<file path="config.mk">
export PLATFORM = sky130hd
export DESIGN_NAME = tl_probe_seq
export DESIGN_NICKNAME = d
export VERILOG_FILES = /design/src/rtl/tl_probe_seq.sv
export SDC_FILE = /design/constraint.sdc
export NUM_CORES = 1
export LEC_CHECK = 0
export CAP_MARGIN = 20
export CORE_MARGIN = 4
export CORE_UTILIZATION = 44
export CTS_BUF_LIST = sky130_fd_sc_hd__clkbuf_8
export CTS_CLUSTER_DIAMETER = 150
export DETAILED_ROUTE_END_ITERATION = 16
export PLACE_DENSITY = 0.82
export SLEW_MARGIN = 0
export SYNTH_ARGS = -nofsm -noshare
export SYNTH_HDL_FRONTEND = slang
export SYNTH_SLANG_ARGS = --single-unit
</file>
<file path="constraint.sdc">
create_clock -name clk -period 3.7 [get_ports clk]
set_input_delay 0.74 -clock clk [delete_from_list [all_inputs] [get_ports clk]]
set_output_delay 0.74 -clock clk [all_outputs]
set_load 0.03 [all_outputs]
</file>
<file path="src/rtl/tl_probe_seq.sv">
// Probe sequencer: fans one probe job out over the B channel (one probe per cycle) and collects acks.
// Optional WAIT timeout is compiled in with TL_PROBE_TIMEOUT_EN.
module tl_probe_seq #(
  parameter int N_CLIENTS      = 4,
  parameter int ADDR_W         = 64,
  parameter int SOURCE_W       = 4,
  parameter int TIMEOUT_CYCLES = 1023,
  parameter int CID_W          = (N_CLIENTS > 1) ? $clog2(N_CLIENTS) : 1
) (
  input  logic                 clk,
  input  logic                 rst,
  input  logic                 req_valid_i,
  output logic                 req_ready_o,
  input  logic [ADDR_W-1:0]    req_address_i,
  input  logic [2:0]           req_param_i,
  input  logic [SOURCE_W-1:0]  req_source_i,
  input  logic [N_CLIENTS-1:0] req_mask_i,
  output logic                 b_valid_o,
  input  logic                 b_ready_i,
  output logic [2:0]           b_opcode_o,
  output logic [2:0]           b_param_o,
  output logic [3:0]           b_size_o,
  output logic [SOURCE_W-1:0]  b_source_o,
  output logic [ADDR_W-1:0]    b_address_o,
  output logic [CID_W-1:0]     b_dest_o,
  input  logic                 ack_valid_i,
  input  logic [CID_W-1:0]     ack_client_i,
  input  logic                 ack_data_i,
  output logic                 done_valid_o,
  input  logic                 done_ready_i,
  output logic [N_CLIENTS-1:0] done_mask_o,
  output logic                 done_dirty_o,
  output logic                 done_timeout_o,
  output logic                 err_o,
  output logic                 busy_o
);

  typedef enum logic [1:0] {IDLE, ISSUE, WAIT, DONE} state_t;

  state_t                state_q, state_d;
  logic [ADDR_W-1:0]     addr_q, addr_d;
  logic [2:0]            param_q, param_d;
  logic [SOURCE_W-1:0]   source_q, source_d;
  logic [N_CLIENTS-1:0]  mask_q, mask_d;
  logic [N_CLIENTS-1:0]  issued_q, issued_d;
  logic [N_CLIENTS-1:0]  acked_q, acked_d;
  logic                  dirty_q, dirty_d;
  logic                  timeout_q, timeout_d;
  logic                  err_q, err_d;

  logic [N_CLIENTS-1:0]  pending, dest_oh, ack_oh;
  logic [CID_W-1:0]      dest;
  logic                  ack_hit, issuing, done_st;

`ifdef TL_PROBE_TIMEOUT_EN
  localparam int CNT_W = $clog2(TIMEOUT_CYCLES + 1);
  logic [CNT_W-1:0] cnt_q, cnt_d;
`endif

  always_comb begin
    pending = mask_q & ~issued_q;
    dest_oh = pending & (~pending + 1'b1);
    dest    = '0;
    ack_oh  = '0;
    for (int i = N_CLIENTS - 1; i >= 0; i--) begin
      if (pending[i]) dest = CID_W'(i);
    end
    for (int i = 0; i < N_CLIENTS; i++) begin
      if (ack_client_i == CID_W'(i)) ack_oh[i] = 1'b1;
    end
    issuing = (state_q == ISSUE);
    done_st = (state_q == DONE);
    // Acks only count for probes already on the wire and not yet answered.
    ack_hit = ack_valid_i && (state_q == ISSUE || state_q == WAIT) &&
              |(ack_oh & issued_q & ~acked_q);

    state_d   = state_q;
    addr_d    = addr_q;
    param_d   = param_q;
    source_d  = source_q;
    mask_d    = mask_q;
    issued_d  = issued_q;
    acked_d   = acked_q;
    dirty_d   = dirty_q;
    timeout_d = timeout_q;
    err_d     = err_q;
`ifdef TL_PROBE_TIMEOUT_EN
    cnt_d     = cnt_q;
`endif

    if (ack_valid_i) begin
      if (ack_hit) begin
        acked_d = acked_q | ack_oh;
        dirty_d = dirty_q | ack_data_i;
      end else begin
        err_d = 1'b1;
      end
    end

    case (state_q)
      IDLE: if (req_valid_i) begin
        addr_d    = req_address_i;
        param_d   = req_param_i;
        source_d  = req_source_i;
        mask_d    = req_mask_i;
        issued_d  = '0;
        acked_d   = '0;
        dirty_d   = 1'b0;
        timeout_d = 1'b0;
        state_d   = (req_mask_i == '0) ? DONE : ISSUE;
      end
      ISSUE: if (b_ready_i) begin
        issued_d = issued_q | dest_oh;
        if ((pending & ~dest_oh) == '0) begin
          state_d = (acked_q == mask_q) ? DONE : WAIT;
`ifdef TL_PROBE_TIMEOUT_EN
          cnt_d   = '0;
`endif
        end
      end
      WAIT: begin
        if (acked_q == mask_q) begin
          state_d = DONE;
        end
`ifdef TL_PROBE_TIMEOUT_EN
        else if (ack_hit) begin
          cnt_d = '0;
        end else if (cnt_q == CNT_W'(TIMEOUT_CYCLES - 1)) begin
          state_d   = DONE;
          timeout_d = 1'b1;
        end else begin
          cnt_d = cnt_q + 1'b1;
        end
`endif
      end
      DONE: if (done_ready_i) state_d = IDLE;
      default: state_d = IDLE;
    endcase
  end

  always_ff @(posedge clk or posedge rst) begin
    if (rst) begin
      state_q   <= IDLE;
      addr_q    <= '0;
      param_q   <= '0;
      source_q  <= '0;
      mask_q    <= '0;
      issued_q  <= '0;
      acked_q   <= '0;
      dirty_q   <= 1'b0;
      timeout_q <= 1'b0;
      err_q     <= 1'b0;
`ifdef TL_PROBE_TIMEOUT_EN
      cnt_q     <= '0;
`endif
    end else begin
      state_q   <= state_d;
      addr_q    <= addr_d;
      param_q   <= param_d;
      source_q  <= source_d;
      mask_q    <= mask_d;
      issued_q  <= issued_d;
      acked_q   <= acked_d;
      dirty_q   <= dirty_d;
      timeout_q <= timeout_d;
      err_q     <= err_d;
`ifdef TL_PROBE_TIMEOUT_EN
      cnt_q     <= cnt_d;
`endif
    end
  end

  // Data outputs are zeroed outside their valid state so nothing leaks while idle.
  assign req_ready_o  = (state_q == IDLE);
  assign busy_o       = (state_q != IDLE);
  assign b_valid_o    = issuing;
  assign b_opcode_o   = issuing ? 3'd6 : 3'd0;
  assign b_size_o     = issuing ? 4'd6 : 4'd0;
  assign b_param_o    = issuing ? param_q : '0;
  assign b_source_o   = issuing ? source_q : '0;
  assign b_address_o  = issuing ? addr_q : '0;
  assign b_dest_o     = issuing ? dest : '0;
  assign done_valid_o = done_st;
  assign done_mask_o  = done_st ? mask_q : '0;
  assign done_dirty_o = done_st & dirty_q;
`ifdef TL_PROBE_TIMEOUT_EN
  assign done_timeout_o = done_st & timeout_q;
`else
  assign done_timeout_o = 1'b0;
`endif
  assign err_o        = err_q;

endmodule

</file>
==> out/results.tsv, run 1 <==
metric	value	unit
grt_max_degree	81	
setup-tns-final	0	ns
dpl_cell_area	5960	um2
synth-edff-count	0	
synthCells	349	
fin_total_pwr	5230	uW
routed_wl	9.94	mm
cp_slowest_cell	clkdlybuf4s50_1	
cp-startpoint	state_q[1]$_DFFE_PP0P_	
period_minus_slack	3.25	ns
r2r_slack	1.41	ns
clkTransAtPathRegs	0.09	ns
max_cap_viol_count	0	
synth_ff_type	dfrtp_1	
cp_top_family	buffers and inverters	
async_flop_share	100	%
antenna_found_initial	0	
synthMuxAreaShare	20.8	%
synth-seq-area-share	52.3	%
r2r_cells	7	
gp_congestion	0.781	
final_nets	597	
synthDistinctLibCells	36	
instances_no_fill	641	
start_kind	register	
cp-end-kind	primary output	
cp.arrival	2.51	ns
synth-simple-area-share	17.5	%
via_count	3109	
cp.depth	5	
post_cts_buffers	0	
drt-initial-drc-count	88	
synthAdderAreaFrac	1.20	%
crit_path_max_incr_delay	0.69	ns
synth_compound_area_share	3.46	%
tritoncts	done	
r2r_start	state_q[0]$_DFFE_PP0P_	
dieHeight	105	um
max_freq	0.308	GHz
fin_skew	0.0112	ns
start_util	45.0	%
ir_worst_vdd	0.392	mV
grt_pass1_wl	16.4	mm
finalSetupViolCount	0	
mostFrequentLayoutCell	clkdlybuf4s50_1	
cts_buffers	9	
cts_resized	0	
ant_nets	0	
post-route-period-util	87.9	%
die_area	11100	um2
clock_latency	0.34	ns
track_usage	18.2	%
htree_levels	3	
endpoint	b_address_o[41]	
syn_area_per_cell	11.9	um2
hp-class	reg -> reg	
grt_pass1_vias	3310	
cts-root-buf	clkbuf_8	
clock_path_buffers	2	
chipWidth	105	um
cts_sinks	87	
rows	35	
finalHoldViolations	0	
worstPathRequired	2.96	ns
vias_per_cell	4.85	
grt_setup_unrepaired	no	
path_max_fanout	58	
diodes	0	
worst_pin_slew	1.04	ns
synthXorXnorAreaFrac	0.842	%
path_cells	inv_1 -> ha_2 -> buf_12 -> and2_1 -> clkdlybuf4s50_1	
r2r-end	state_q[0]$_DFFE_PP0P_	
post-route-util	66.1	%
grt_overflow_total	0	
syn-cell-area	4160	um2
dp_cells	627	
final_cell_mix	clkdlybuf4s50_1, dfrtp_1, and2_1, mux2_2, mux2_1	
synth_top_family_by_area	multiplexers	
outcome	finished, final reports clean	
p_leak	0.00256	uW
areaGrowthSynthToFinish	46.9	%
hpwl	7.38	mm
yosysWarnings	0	
cp_num_buf_inv	3	
p_per_area	856	nW/um2
drc	0	
maxSlewHeadroom	30.7	%
design_area	6110	um2
drive_above_1_share	14.3	%
io_pins	175	
core_area	9240	um2
maxSlewViolCount	0	
holdBufCountCts	0	
yosys_register_bits	87	
post_drt_wl_per_cell	15.5	um
drt_pass1_iterations	4	
crit_type	reg -> out	
port_buffers	170	
## sequential cells by signal (all words and copies together), names as in the netlist
register / flops
source_q: 4
dirty_q: 1
acked_q: 4
state_q: 2
addr_q: 64
mask_q: 4
err_o: 1
param_q: 3
issued_q: 4
## cell type report
type	instances	area (um2)
clock inverters	5	27.5
flip-flops and latches	87	2180
repair buffers	173	1750
inverters	6	23.8
well taps	129	161
multi-input cells	232	1850
clock buffers	9	124
fillers	730	3130
## cells in the mapped netlist, types with 2 or more instances
cell type / instances / area share [%]
dfrtp_1: 87 / 52
and2_1: 76 / 11
mux2_2: 48 / 13
mux2_1: 27 / 7.3
nand2_1: 17 / 1.5
clkbuf_1: 10 / 0.90
buf_4: 8 / 1.4
nor2_1: 8 / 0.72
buf_1: 7 / 0.63
inv_1: 6 / 0.54
a21oi_1: 5 / 0.60
nand2b_1: 5 / 0.75
o21ai_1: 5 / 0.60
ha_1: 4 / 1.2
nand3_1: 4 / 0.48
xnor2_1: 4 / 0.84
nand4_1: 3 / 0.45
a211oi_2: 2 / 0.60
buf_2: 2 / 0.24
mux2i_1: 2 / 0.48
nand4b_1: 2 / 0.42
nor2b_4: 2 / 0.66
nor3_1: 2 / 0.24
## worst reg2reg max path, stage by stage, from the launching register on
cell and delay (ns):
dfrtp_1 0.45, inv_1 0.10, ha_1 0.32, nand2_4 0.79
o21ai_1 0.16, a21oi_1 0.19, a21oi_1 0.07, o211a_1 0.11
## worst min path at each step
stage                      startpoint                endpoint  cells past startpoint
3_5_place_dp        dirty_q$_DFF_PP0_       dirty_q$_DFF_PP0_                      2
6_report            dirty_q$_DFF_PP0_       dirty_q$_DFF_PP0_                      2
2_1_floorplan       dirty_q$_DFF_PP0_       dirty_q$_DFF_PP0_                      2
4_1_cts             dirty_q$_DFF_PP0_       dirty_q$_DFF_PP0_                      2
5_1_grt        addr_q[63]$_DFFE_PP0P_  addr_q[63]$_DFFE_PP0P_                      1
3_3_place_gp        dirty_q$_DFF_PP0_       dirty_q$_DFF_PP0_                      2
## cell families after synthesis
kind of cell / Yosys count
AO/OA/AOI/OAI: 20
XOR/XNOR: 4
adder cells (fa/ha/maj): 4
buffers and inverters: 33
flip-flops: 87
multiplexers: 77
other: 1
AND/OR/NAND/NOR: 123
## per-stage QoR
step	hold WS [ns]	setup WS (ns)
2_1_floorplan	0.438	0.710
3_3_place_gp	0.456	0.857
3_5_place_dp	0.455	0.797
4_1_cts	0.476	0.417
5_1_grt	0.500	0.280
6_report	0.473	0.449
## per-layer routing
| metal | vias to the layer above | global-route usage [%] | part of all wire (%) |
|---|---|---|---|
| li1 | 1473 | - | - |
| met1 | 1510 | 22.1 | 42 |
| met2 | 115 | 31.1 | 50 |
| met3 | 11 | 5.14 | 7.0 |
| met4 | 0 | 6.37 | 1.2 |
| met5 | - | 0 | 0 |
## where the power goes
group          switching [uW]  internal [uW]
sequential                265           1410
combinational            1580           1430
clock                     314            232
total                    2160           3070
No activity file was read; power rests on OpenSTA's default activity.
==> run 2, diff against run 1 <==
ABC_AREA = 0   (was not set)
==> results of run 2 <==
Same layout as run 1: the final DEF is identical, and so are final timing and power.
==> run 3, diff against run 2 <==
CORE_MARGIN = not set   (was 4)
==> run 3 against run 2 <==
  * Critical path type unchanged
  * Critical endpoint is now b_dest_o[1]
  * First-iteration DRC count rose by 8.0%
  * Combinational power about the same
  * Via count rose by 1.2%
==> out/results.tsv, run 3 (synthesis gave the netlist of run 1 again) <==
metric	value	unit	change
drt-initial-drc-count	95		+8.0%
rows	35		unchanged
cts_sinks	87		unchanged
final_cell_mix	clkdlybuf4s50_1, dfrtp_1, and2_1, mux2_2, mux2_1		
mostFrequentLayoutCell	clkdlybuf4s50_1		
diodes	0		unchanged
start_util	45.2	%	+0.21 points
cp-end-kind	primary output		
grt_pass1_wl	15.8	mm	-3.5%
grt_overflow_total	0		unchanged
htree_levels	3		unchanged
worst_pin_slew	0.691	ns	-0.348 ns
finalHoldViolations	0		unchanged
drt_pass1_iterations	4		unchanged
r2r_start	state_q[0]$_DFFE_PP0P_		
multi_input_area	1850	um2	unchanged
holdBufCountCts	0		unchanged
post_cts_buffers	0		unchanged
cts_resized	0		unchanged
setup-tns-final	0	ns	unchanged
drive_above_1_share	14.4	%	+0.11 points
final_nets	598		+0.17%
port_buffers	170		unchanged
clock_latency	0.35	ns	about the same
max_freq	0.317	GHz	+3.0%
fin_skew	0.0145	ns	+0.00336 ns
dr.max_layer_used	met4		
grt_max_degree	55		-32%
wl_met1	3.91	mm	-5.8%
gp_congestion	0.844		+8.0%
hpwl	6.96	mm	-5.7%
tritoncts	done		
chipWidth	99.2	um	-5.7%
period_minus_slack	3.16	ns	-0.0959 ns
wl_met2	4.91	mm	-0.91%
hold_ws	0.475	ns	+0.00192 ns
regMostFlops	addr_q		
finalSetupViolCount	0		unchanged
grt_pass1_vias	3269		-1.2%
io_pins	175		unchanged
path_max_fanout	41		-29%
clkTransAtPathRegs	0.08	ns	about the same
ant_nets	0		unchanged
outcome	finished, final reports clean		
p_per_area	868	nW/um2	+1.3%
p_leak	0.00258	uW	+0.95%
r2r_slack	1.49	ns	+0.08 ns
hold_end	dirty_q$_DFF_PP0_		
start_kind	register		
die_area	9840	um2	-11%
maxSlewViolCount	0		unchanged
routed_wl	9.67	mm	-2.7%
hp-class	reg -> reg		
crit_type	reg -> out		
track_usage	20.3	%	+2.1 points
areaGrowthSynthToFinish	47.5	%	
drc	0		unchanged
post-route-period-util	85.3	%	-2.6 points
r2r-end	addr_q[49]$_DFFE_PP0P_		
regArea	2180	um2	unchanged
r2r_cells	5		-2
largest_reg_flops	64		unchanged
ir_worst_vdd	0.375	mV	-4.3%
via_count	3146		+1.2%
cts_buffers	9		unchanged
post_drt_wl_per_cell	15.4	um	-0.34%
wl_met3	741	um	+6.2%
cts-root-buf	clkbuf_8		
grt_setup_unrepaired	no		
vias_per_cell	5.03		+3.6%
cp.arrival	2.42	ns	-0.09 ns
maxSlewHeadroom	53.8	%	+23 points
core_area	9200	um2	-0.47%
worstPathRequired	2.96	ns	about the same
antenna_found_initial	0		unchanged
max_cap_viol_count	0		unchanged
dieHeight	99.2	um	-5.7%
hp-start	dirty_q$_DFF_PP0_		
clock_path_buffers	2		unchanged
fillers	706		-3.3%
holdPathStages	2		unchanged
## run 3: where the power goes
part	leakage (uW)	switching [uW]	internal (uW)
clock	0.0000978	333	308
combinational	0.00145	1600	1420
sequential	0.00104	251	1410
## run 3: layout make-up
cell class | count | area share [%]
clock inverter | 7 | 1.08
multi-input combinational | 232 | 30.1
inverter | 6 | 0.388
sequential | 87 | 35.5
tap | 111 | 2.26
timing repair buffer | 174 | 28.6
clock buffer | 9 | 2.02
## run 3: worst max path at each step
stage,from,to,depth (start not counted)
2_1_floorplan,rst,acked_q[0]$_DFF_PP0_,1
3_3_place_gp,state_q[1]$_DFFE_PP0P_,b_dest_o[1],6
3_5_place_dp,state_q[1]$_DFFE_PP0P_,b_dest_o[1],6
4_1_cts,state_q[1]$_DFFE_PP0P_,b_dest_o[1],6
5_1_grt,state_q[1]$_DFFE_PP0P_,b_dest_o[1],6
6_report,state_q[1]$_DFFE_PP0P_,b_dest_o[1],6
## run 3: routing by layer
layer	vias up	global-route usage, %
li1	1483	-
met1	1526	23.8
met2	129	35.5
met3	8	6.32
met4	0	6.45
met5	-	0
## run 3: stage by stage
stage	instances	utilization [%]	setup WS [ns]	instance area (um2)	total power, uW
2_1_floorplan	352	-	0.710	4170	3610
3_5_place_dp	610	64.6	0.870	5940	4720
3_3_place_gp	610	64.6	0.995	5940	4620
5_1_grt	626	66.7	0.352	6130	5650
4_1_cts	626	66.7	0.498	6130	5380
6_report	626	66.7	0.545	6130	5320
## run 3: worst max-delay path: stages, from the launching register on
cell	delay, ns
dfrtp_1	0.41
inv_1	0.13
ha_2	0.20
buf_4	0.32
nand2_1	0.15
nor3_1	0.17
clkdlybuf4s50_1	0.70
